$ cat src/rtl/uart_rx_flowctl.sv
// uart_rx_flowctl: UART receiver (8N1, LSB first) feeding a show-ahead FIFO, with registered active-low RTS.
// Optional: define UART_RX_PARITY_EN for 8E1 framing and a sticky parity_err output.
module uart_rx_flowctl #(
  parameter int CLKS_PER_BIT = 868,
  parameter int FIFO_DEPTH   = 16,
  parameter int RTS_MARGIN   = 4
) (
  input  logic                        sysclk,
  input  logic                        sysreset_n,
  input  logic                        rxd,
  output logic                        rts_n,
  output logic [7:0]                  rd_data,
  output logic                        rd_valid,
  input  logic                        rd_ready,
  output logic [$clog2(FIFO_DEPTH):0] fifo_count,
  output logic                        frame_err,
  output logic                        overrun,
`ifdef UART_RX_PARITY_EN
  output logic                        parity_err,
`endif
  input  logic                        err_clr
);

  localparam int CNT_W = $clog2(CLKS_PER_BIT);
  localparam int AW    = $clog2(FIFO_DEPTH);
  localparam int CW    = AW + 1;
  localparam logic [CNT_W-1:0] BIT_LAST   = CNT_W'(CLKS_PER_BIT - 1);
  localparam logic [CNT_W-1:0] HALF_LAST  = CNT_W'(CLKS_PER_BIT / 2 - 1);
  localparam logic [CW-1:0]    FULL_CNT   = CW'(FIFO_DEPTH);
  localparam logic [CW-1:0]    RTS_THRESH = CW'(FIFO_DEPTH - RTS_MARGIN);

  localparam logic [2:0] ST_IDLE   = 3'd0;
  localparam logic [2:0] ST_START  = 3'd1;
  localparam logic [2:0] ST_DATA   = 3'd2;
  localparam logic [2:0] ST_PARITY = 3'd3;
  localparam logic [2:0] ST_STOP   = 3'd4;
  localparam logic [2:0] ST_WAIT   = 3'd5;

  logic             sync1_q, sync2_q, rx_s;
  logic [2:0]       state_q, state_d;
  logic [CNT_W-1:0] bit_cnt_q, bit_cnt_d;
  logic [2:0]       idx_q, idx_d;
  logic [7:0]       shreg_q, shreg_d;
  logic             push_evt, frame_set, byte_ok;

  logic [7:0]       mem [FIFO_DEPTH];
  logic [AW-1:0]    wr_ptr_q, wr_ptr_d, rd_ptr_q, rd_ptr_d;
  logic [CW-1:0]    count_q, count_d;
  logic             rts_n_q, frame_err_q, frame_err_d, overrun_q, overrun_d;
  logic             full, empty, pop, wr_en;

`ifdef UART_RX_PARITY_EN
  logic par_bad_q, par_bad_d, parity_set, parity_err_q, parity_err_d;
  assign byte_ok = ~par_bad_q;
`else
  assign byte_ok = 1'b1;
`endif

  assign rx_s = sync2_q;

  always_comb begin
    state_d   = state_q;
    bit_cnt_d = bit_cnt_q + CNT_W'(1);
    idx_d     = idx_q;
    shreg_d   = shreg_q;
    push_evt  = 1'b0;
    frame_set = 1'b0;
`ifdef UART_RX_PARITY_EN
    par_bad_d  = par_bad_q;
    parity_set = 1'b0;
`endif
    case (state_q)
      ST_IDLE: begin
        bit_cnt_d = '0;
        if (!rx_s) state_d = ST_START;
      end
      ST_START: begin
        // Re-check the line half a bit in so short glitches are rejected.
        if (bit_cnt_q == HALF_LAST) begin
          bit_cnt_d = '0;
          idx_d     = '0;
          state_d   = rx_s ? ST_IDLE : ST_DATA;
        end
      end
      ST_DATA: begin
        if (bit_cnt_q == BIT_LAST) begin
          bit_cnt_d      = '0;
          shreg_d[idx_q] = rx_s;
          idx_d          = idx_q + 3'd1;
`ifdef UART_RX_PARITY_EN
          if (idx_q == 3'd7) state_d = ST_PARITY;
`else
          if (idx_q == 3'd7) state_d = ST_STOP;
`endif
        end
      end
`ifdef UART_RX_PARITY_EN
      ST_PARITY: begin
        if (bit_cnt_q == BIT_LAST) begin
          bit_cnt_d  = '0;
          par_bad_d  = (^shreg_q) ^ rx_s;
          parity_set = par_bad_d;
          state_d    = ST_STOP;
        end
      end
`endif
      ST_STOP: begin
        if (bit_cnt_q == BIT_LAST) begin
          bit_cnt_d = '0;
          if (rx_s) begin
            push_evt = byte_ok;
            state_d  = ST_IDLE;
          end else begin
            frame_set = 1'b1;
            state_d   = ST_WAIT;
          end
        end
      end
      ST_WAIT: begin
        bit_cnt_d = '0;
        if (rx_s) state_d = ST_IDLE;
      end
      default: begin
        bit_cnt_d = '0;
        state_d   = ST_IDLE;
      end
    endcase
  end

  always_comb begin
    full     = (count_q == FULL_CNT);
    empty    = (count_q == '0);
    pop      = !empty && rd_ready;
    // A push into a full FIFO still lands if a pop frees the slot this cycle.
    wr_en    = push_evt && (!full || pop);
    count_d  = count_q + CW'(wr_en) - CW'(pop);
    wr_ptr_d = wr_ptr_q + AW'(wr_en);
    rd_ptr_d = rd_ptr_q + AW'(pop);
    frame_err_d = frame_set ? 1'b1 : (err_clr ? 1'b0 : frame_err_q);
    overrun_d   = (push_evt && full && !pop) ? 1'b1 : (err_clr ? 1'b0 : overrun_q);
`ifdef UART_RX_PARITY_EN
    parity_err_d = parity_set ? 1'b1 : (err_clr ? 1'b0 : parity_err_q);
`endif
  end

  always_ff @(posedge sysclk or negedge sysreset_n) begin
    if (!sysreset_n) begin
      sync1_q     <= 1'b1;
      sync2_q     <= 1'b1;
      state_q     <= ST_IDLE;
      bit_cnt_q   <= '0;
      idx_q       <= '0;
      shreg_q     <= '0;
      wr_ptr_q    <= '0;
      rd_ptr_q    <= '0;
      count_q     <= '0;
      rts_n_q     <= 1'b1;
      frame_err_q <= 1'b0;
      overrun_q   <= 1'b0;
`ifdef UART_RX_PARITY_EN
      par_bad_q    <= 1'b0;
      parity_err_q <= 1'b0;
`endif
    end else begin
      sync1_q     <= rxd;
      sync2_q     <= sync1_q;
      state_q     <= state_d;
      bit_cnt_q   <= bit_cnt_d;
      idx_q       <= idx_d;
      shreg_q     <= shreg_d;
      wr_ptr_q    <= wr_ptr_d;
      rd_ptr_q    <= rd_ptr_d;
      count_q     <= count_d;
      rts_n_q     <= (count_q >= RTS_THRESH);
      frame_err_q <= frame_err_d;
      overrun_q   <= overrun_d;
`ifdef UART_RX_PARITY_EN
      par_bad_q    <= par_bad_d;
      parity_err_q <= parity_err_d;
`endif
    end
  end

  always_ff @(posedge sysclk) begin
    if (wr_en) mem[wr_ptr_q] <= shreg_q;
  end

  assign rd_valid   = !empty;
  assign rd_data    = empty ? 8'h00 : mem[rd_ptr_q];
  assign fifo_count = count_q;
  assign rts_n      = rts_n_q;
  assign frame_err  = frame_err_q;
  assign overrun    = overrun_q;
`ifdef UART_RX_PARITY_EN
  assign parity_err = parity_err_q;
`endif

endmodule
$ cat config.mk
export PLATFORM = sky130hd
export DESIGN_NAME = uart_rx_flowctl
export DESIGN_NICKNAME = d
export VERILOG_FILES = /design/src/rtl/uart_rx_flowctl.sv
export SDC_FILE = /design/constraint.sdc
export NUM_CORES = 1
export LEC_CHECK = 0
export CORE_AREA = 2 2 100 140
export CTS_CLUSTER_SIZE = 24
export DETAILED_ROUTE_END_ITERATION = 10
export DIE_AREA = 0 0 102 142
export HOLD_SLACK_MARGIN = 0.15
export PLACE_DENSITY = 0.71
export SYNTH_ARGS = -nofsm -noshare
export SYNTH_HDL_FRONTEND = slang
export SYNTH_SLANG_ARGS = --single-unit
$ cat constraint.sdc
create_clock -name sysclk -period 5.7 [get_ports sysclk]
set_input_delay 1.14 -clock sysclk [delete_from_list [all_inputs] [get_ports sysclk]]
set_output_delay 1.14 -clock sysclk [all_outputs]
set_load 0.02 [all_outputs]
==> results of run 1 <==
==> worst max-delay path by stage <==
| stage | startpoint | end | slack (ps) | cells past startpoint |
|---|---|---|---|---|
| after floorplan | rd_ready | fifo_count[4] | 2480 | 12 |
| after global placement | rd_ptr_q[0] | rd_data[2] | 1900 | 5 |
| after detailed placement | rd_ptr_q[1] | rd_data[3] | 1870 | 5 |
| after CTS | rd_ptr_q[1] | rd_data[3] | 1420 | 5 |
| after global routing | rd_ptr_q[0] | rd_data[5] | 1280 | 5 |
| final | rd_ptr_q[1] | rd_data[3] | 1450 | 5 |
==> power by group <==
group | switching, uW | leakage, uW | internal (uW)
Combinational | 179 | 0.000896 | 232
Sequential | 146 | 0.00203 | 1360
Clock | 483 | 0.000287 | 697
==> state kept, by name, indices dropped and copies added (netlist names) <==
name and count:
bit_cnt_q 10, fifo_count 5, frame_err 1, idx_q 3, mem 128, overrun 1
rd_ptr_q 4, rts_n 1, rx_s 1, shreg_q 8, state_q 3, sync1_q 1
wr_ptr_q 4
==> per-stage QoR <==
step	cells	worst slack (ps)	hold slack, ps	power (uW)	instance area [sq um]
2_1_floorplan	416	2480	345	1820	7110
3_3_place_gp	610	1900	347	1930	7540
3_5_place_dp	610	1870	347	1950	7540
4_1_cts	642	1420	357	3130	8160
5_1_grt	642	1280	361	3210	8160
6_report	642	1450	356	3100	8160
==> layer usage <==
layer / share of wire / routed length, um / track usage
met4: 0.020 / 259 / 0.0779
met5: 0 / 0 / 0
met3: 0.039 / 512 / 0.0432
met1: 0.42 / 5480 / 0.257
met2: 0.52 / 6890 / 0.332
==> cell usage after synthesis, types with 2 or more instances <==
cell       count
a2111oi_0      3
a21o_1         2
a21oi_1        5
and2_1         2
buf_1          2
buf_2          3
clkbuf_1      13
dfrtp_1       39
dfstp_2        3
edfxtp_1     128
ha_1          16
inv_1         18
mux2_2         8
mux2_4         2
mux2i_1       16
mux4_2        32
nand2_1       11
nand2b_1      12
nand3_1        9
nand3b_1       2
nand4_1        4
nor2_1        18
nor3_1        13
nor3b_1        2
nor4_1         7
o21ai_0        2
o22ai_1       10
or4_4          2
xnor2_1        8
xor2_1         7
==> cells by family after synthesis <==
logic type,count (synthesis),share of synthesized area
adders and majority gates,17,0.0310
buffers and inverters,37,0.0211
and+or+nand+nor,89,0.0694
DFF,170,0.689
muxes,58,0.141
AOI/OAI and AO/OA,30,0.0299
xor gates and xnor gates,15,0.0185
==> final cells by class <==
type,instances,area (sq um),share of cell area
flip-flops and latches,170,4900,0.601
multi-input cells,209,2060,0.253
inverters,18,67.6,0.00828
clock buffers,17,425,0.0522
repair buffers,31,280,0.0344
well taps,182,228,0.0279
clock inverters,15,190,0.0233
==> impl_metrics.toml, run 1 <==
[timing]
fmax_ghz = 0.235
finalSetupTns_ps = 0
rsz0062_at_grt = "false"
fin_skew_ps = 10.2
worst_pin_slew_ps = 1330
finalCritPeriodShare = 0.746
maxSlewViolCount = 0
setup_viol = 0
min_period_ps = 4250
hold_viol = 0
slew_headroom = 0.105

[clock_tree]
ctsHoldBuffers = 0
clock_sinks = 170
htreeDepth = 4
clk_latency_ps = 430
cts_root_buffer = "clkbuf_16"
clkSlewWorstSetupHoldPaths_ps = 60
cts_buffers = 17
cts_buffer_depth = 2
cts_resized = 0
cts_tree = "built"
post-cts-setup-buffer-count = 0

[layout]
finish.utilization = 0.615
nFillCells = 1014
nets = 469
layout_common_cells = "128 x edfxtp_1, 38 x dfrtp_1, 32 x mux4_2"
final_common_cell = "edfxtp_1"
antennaDiodeCount = 0
layout-drive-gt1-share = 0.213
area_growth_pct = 14.8

[floorplan]
die_h_um = 142
dieArea_sq_um = 14500
die_x_um = 102
num_rows = 50
ioPinCount = 22
coreArea_sq_um = 13300
start_util = 0.536

[outcome]
status = "finished clean"

[setup_path]
crit_type = "flip-flop to output pin"
r2r_start = "bit_cnt_q[3]"
worstSetupEndpointType = "output pin"
critPathTopFamily = "flip-flops"
ff2ff_path_depth = 13
path_max_fanout = 23
cp_cell_sequence = "buf_4 -> mux4_2 -> mux2i_1 -> o22ai_1 -> clkdlybuf4s50_1"
crit_required_ps = 4560
timing.reg2reg.setup_slack_ps = 2440
worstReg2RegEnd = "fifo_count[4]"
critical_path.max_stage_delay_ps = 1000
critPathBufInv = 2
cp-start-kind = "flip-flop"
cp_slowest_cell = "dfrtp_1"
worst_ep_arrival_time_ps = 3110

[power_and_ir_drop]
ir_worst_vdd_mv = 0.309
power_density_nw_per_um2 = 380
p_leak_uw = 0.00321

[drt]
finalWirelength_mm = 13.1
viasPerCell = 5.70
drc = 0
avgRoutedWirePerCell_um = 20.5
first_pass_iters = 5
vias = 3658
drtIter0Drc = 243
ant_nets = 0

[run]
maxCapViolations = 0

[yosys]
synth_edf_count = 128
async_reset_ff_frac = 0.247
yosysWarnings = 0
synthTopCellsByArea = "edfxtp_1 54%, dfrtp_1 14%, mux4_2 10%"
netlist_instances = 416
ys_dominant_reg_cell = "edfxtp_1"
yosysSeqAreaShare = 0.689
synth_seq_cells = 170
mappedNetlistNets = 438
avgSynthCellArea_sq_um = 17.1
netlist_area_sq_um = 7110
synth.distinct_cells = 47
synth_top_cell_by_area = "edfxtp_1"
yosysTopAreaCellShare = 0.541

[global_route]
grt_usage = 0.200
grt_max_degree = 43
antenna_found_initial = 0
grt_pass1_vias = 3717
grt_overflow = 0
grt_pass1_wl_mm = 20.7

[placed_design]
hpwl_mm = 8.57
finalWeightedCongestion = 0.800
portBuffers = 21

[min_path]
hold-path-endpoint = "rx_s"
hold_class = "flip-flop to flip-flop"
worstHoldStart = "sync1_q"
worstHoldPathCells = 0
Power figures use the tool's default switching activity.
==> run 2, diff against run 1 <==
==> constraint.sdc (replaced) <==
create_clock -name sysclk -period 4.4 [get_ports sysclk]
set_input_delay 0.88 -clock sysclk [delete_from_list [all_inputs] [get_ports sysclk]]
set_output_delay 0.88 -clock sysclk [all_outputs]
set_load 0.02 [all_outputs]
==> impl_metrics.toml, run 2 (synthesis results as in run 1) <==
[drt]
ant_nets = 0
vias = 3687
viasPerCell = 5.66
first_pass_iters = 5
drc = 0
drtIter0Drc = 221
finalWirelength_mm = 13.0
avgRoutedWirePerCell_um = 19.9

[placed_design]
finalWeightedCongestion = 0.755
place_inst = 619
place_area_sq_um = 7620
portBuffers = 21
hpwl_mm = 8.81

[layout]
antennaDiodeCount = 0
reg.largest.list = "mem (128), bit_cnt_q (10), shreg_q (8)"
multi_input_area_sq_um = 2060
largest_reg_flops = 128
layout-drive-gt1-share = 0.226
finish.utilization = 0.619
layout.area.seq_sq_um = 4900
layout_common_cells = "128 x edfxtp_1, 38 x dfrtp_1, 32 x mux4_2"
final_common_cell = "edfxtp_1"
top_register = "mem"
area_growth_pct = 15.5
stdcell_count = 651
nFillCells = 997
nets = 478
finish.instance_area_sq_um = 8210

[clock_tree]
ctsHoldBuffers = 0
clock_sinks = 170
htreeDepth = 4
clkSlewWorstSetupHoldPaths_ps = 60
post-cts-setup-buffer-count = 0
cts_buffers = 17
cts_tree = "built"
clk_latency_ps = 410
cts_resized = 0
cts_buffer_depth = 2
cts_root_buffer = "clkbuf_16"

[power_and_ir_drop]
power_density_nw_per_um2 = 486
ir_worst_vdd_mv = 0.407
p_leak_uw = 0.00326

[floorplan]
die_h_um = 142
coreArea_sq_um = 13300
num_rows = 50
die_x_um = 102
ioPinCount = 22
dieArea_sq_um = 14500
start_util = 0.536

[min_path]
hold-path-endpoint = "rx_s"
worstHoldStart = "sync1_q"
hold_class = "flip-flop to flip-flop"
worstHoldPathCells = 0

[setup_path]
worstReg2RegEnd = "fifo_count[4]"
worst_ep_arrival_time_ps = 2930
ff2ff_path_depth = 14
crit_type = "flip-flop to output pin"
r2r_start = "bit_cnt_q[3]"
worstSetupEndpointType = "output pin"
cp-start-kind = "flip-flop"
timing.reg2reg.setup_slack_ps = 1350
path_max_fanout = 19
crit_required_ps = 3520

[timing]
maxSlewViolCount = 0
min_period_ps = 3810
fmax_ghz = 0.263
timing.hold.ws_ps = 356
setup_viol = 0
worst_pin_slew_ps = 1070
slew_headroom = 0.288
finalSetupTns_ps = 0
hold_viol = 0
finalCritPeriodShare = 0.865
rsz0062_at_grt = "false"
fin_skew_ps = 9.26

[global_route]
grt_pass1_wl_mm = 20.9
grt_pass1_vias = 3919
antenna_found_initial = 0
grt_max_degree = 43
grt_usage = 0.195
grt_overflow = 0

[outcome]
status = "finished clean"

[run]
maxCapViolations = 0
## run 2: changes by cell type in the layout (fill, tap and decap cells not counted)
cell | before | now
clkinv_4 | 3 | 2
buf_12 | 0 | 1
inv_6 | 5 | 6
clkinv_2 | 0 | 1
clkinvlp_4 | 4 | 2
buf_4 | 10 | 18
clkbuf_1 | 0 | 1
bufinv_16 | 3 | 2
inv_8 | 0 | 1
## run 2: how the worst max path moves through the flow
stage	from	to	slack, ps	cells after the start
5_1_grt	rd_ptr_q[0]	rd_data[2]	460	5
3_5_place_dp	rd_ready	fifo_count[4]	990	13
6_report	rd_ptr_q[0]	rd_data[2]	590	5
2_1_floorplan	bit_cnt_q[3]	fifo_count[4]	1230	13
3_3_place_gp	rd_ready	fifo_count[4]	1030	13
4_1_cts	rd_ptr_q[0]	rd_data[2]	570	5
## run 2: where the power goes
part	leakage, uW	internal [uW]	switching (uW)
logic	0.000949	312	310
clock network	0.000285	852	621
registers	0.00203	1760	132
total	0.00326	2930	1060
## run 2: through the flow
step	worst slack, ps	power (uW)
after floorplan	1230	2350
after global placement	1030	2540
after detailed placement	994	2570
after CTS	568	4030
after global routing	465	4150
final	593	3990
## run 2: area by class of cell
class	count	area share
Timing Repair Buffer	40	0.0439
Sequential cell	170	0.597
Tap cell	182	0.0277
Clock inverter	14	0.0197
Multi-Input combinational cell	209	0.251
Clock buffer	18	0.0523
Inverter	18	0.00823
## run 2: worst max-delay path, cell delays in order, from the launching register on
cell,delay [ps]
dfrtp_2,710
buf_12,270
mux4_2,510
mux2i_1,260
o22ai_1,170
clkdlybuf4s50_1,570
## run 2: per-layer routing
layer / vias up / part of all wire / GRT usage
met3: 14 / 0.031 / 0.0359
met5: - / 0 / 0
met4: 0 / 0.021 / 0.0716
met2: 81 / 0.54 / 0.337
met1: 1886 / 0.40 / 0.243
li1: 1706 / - / -
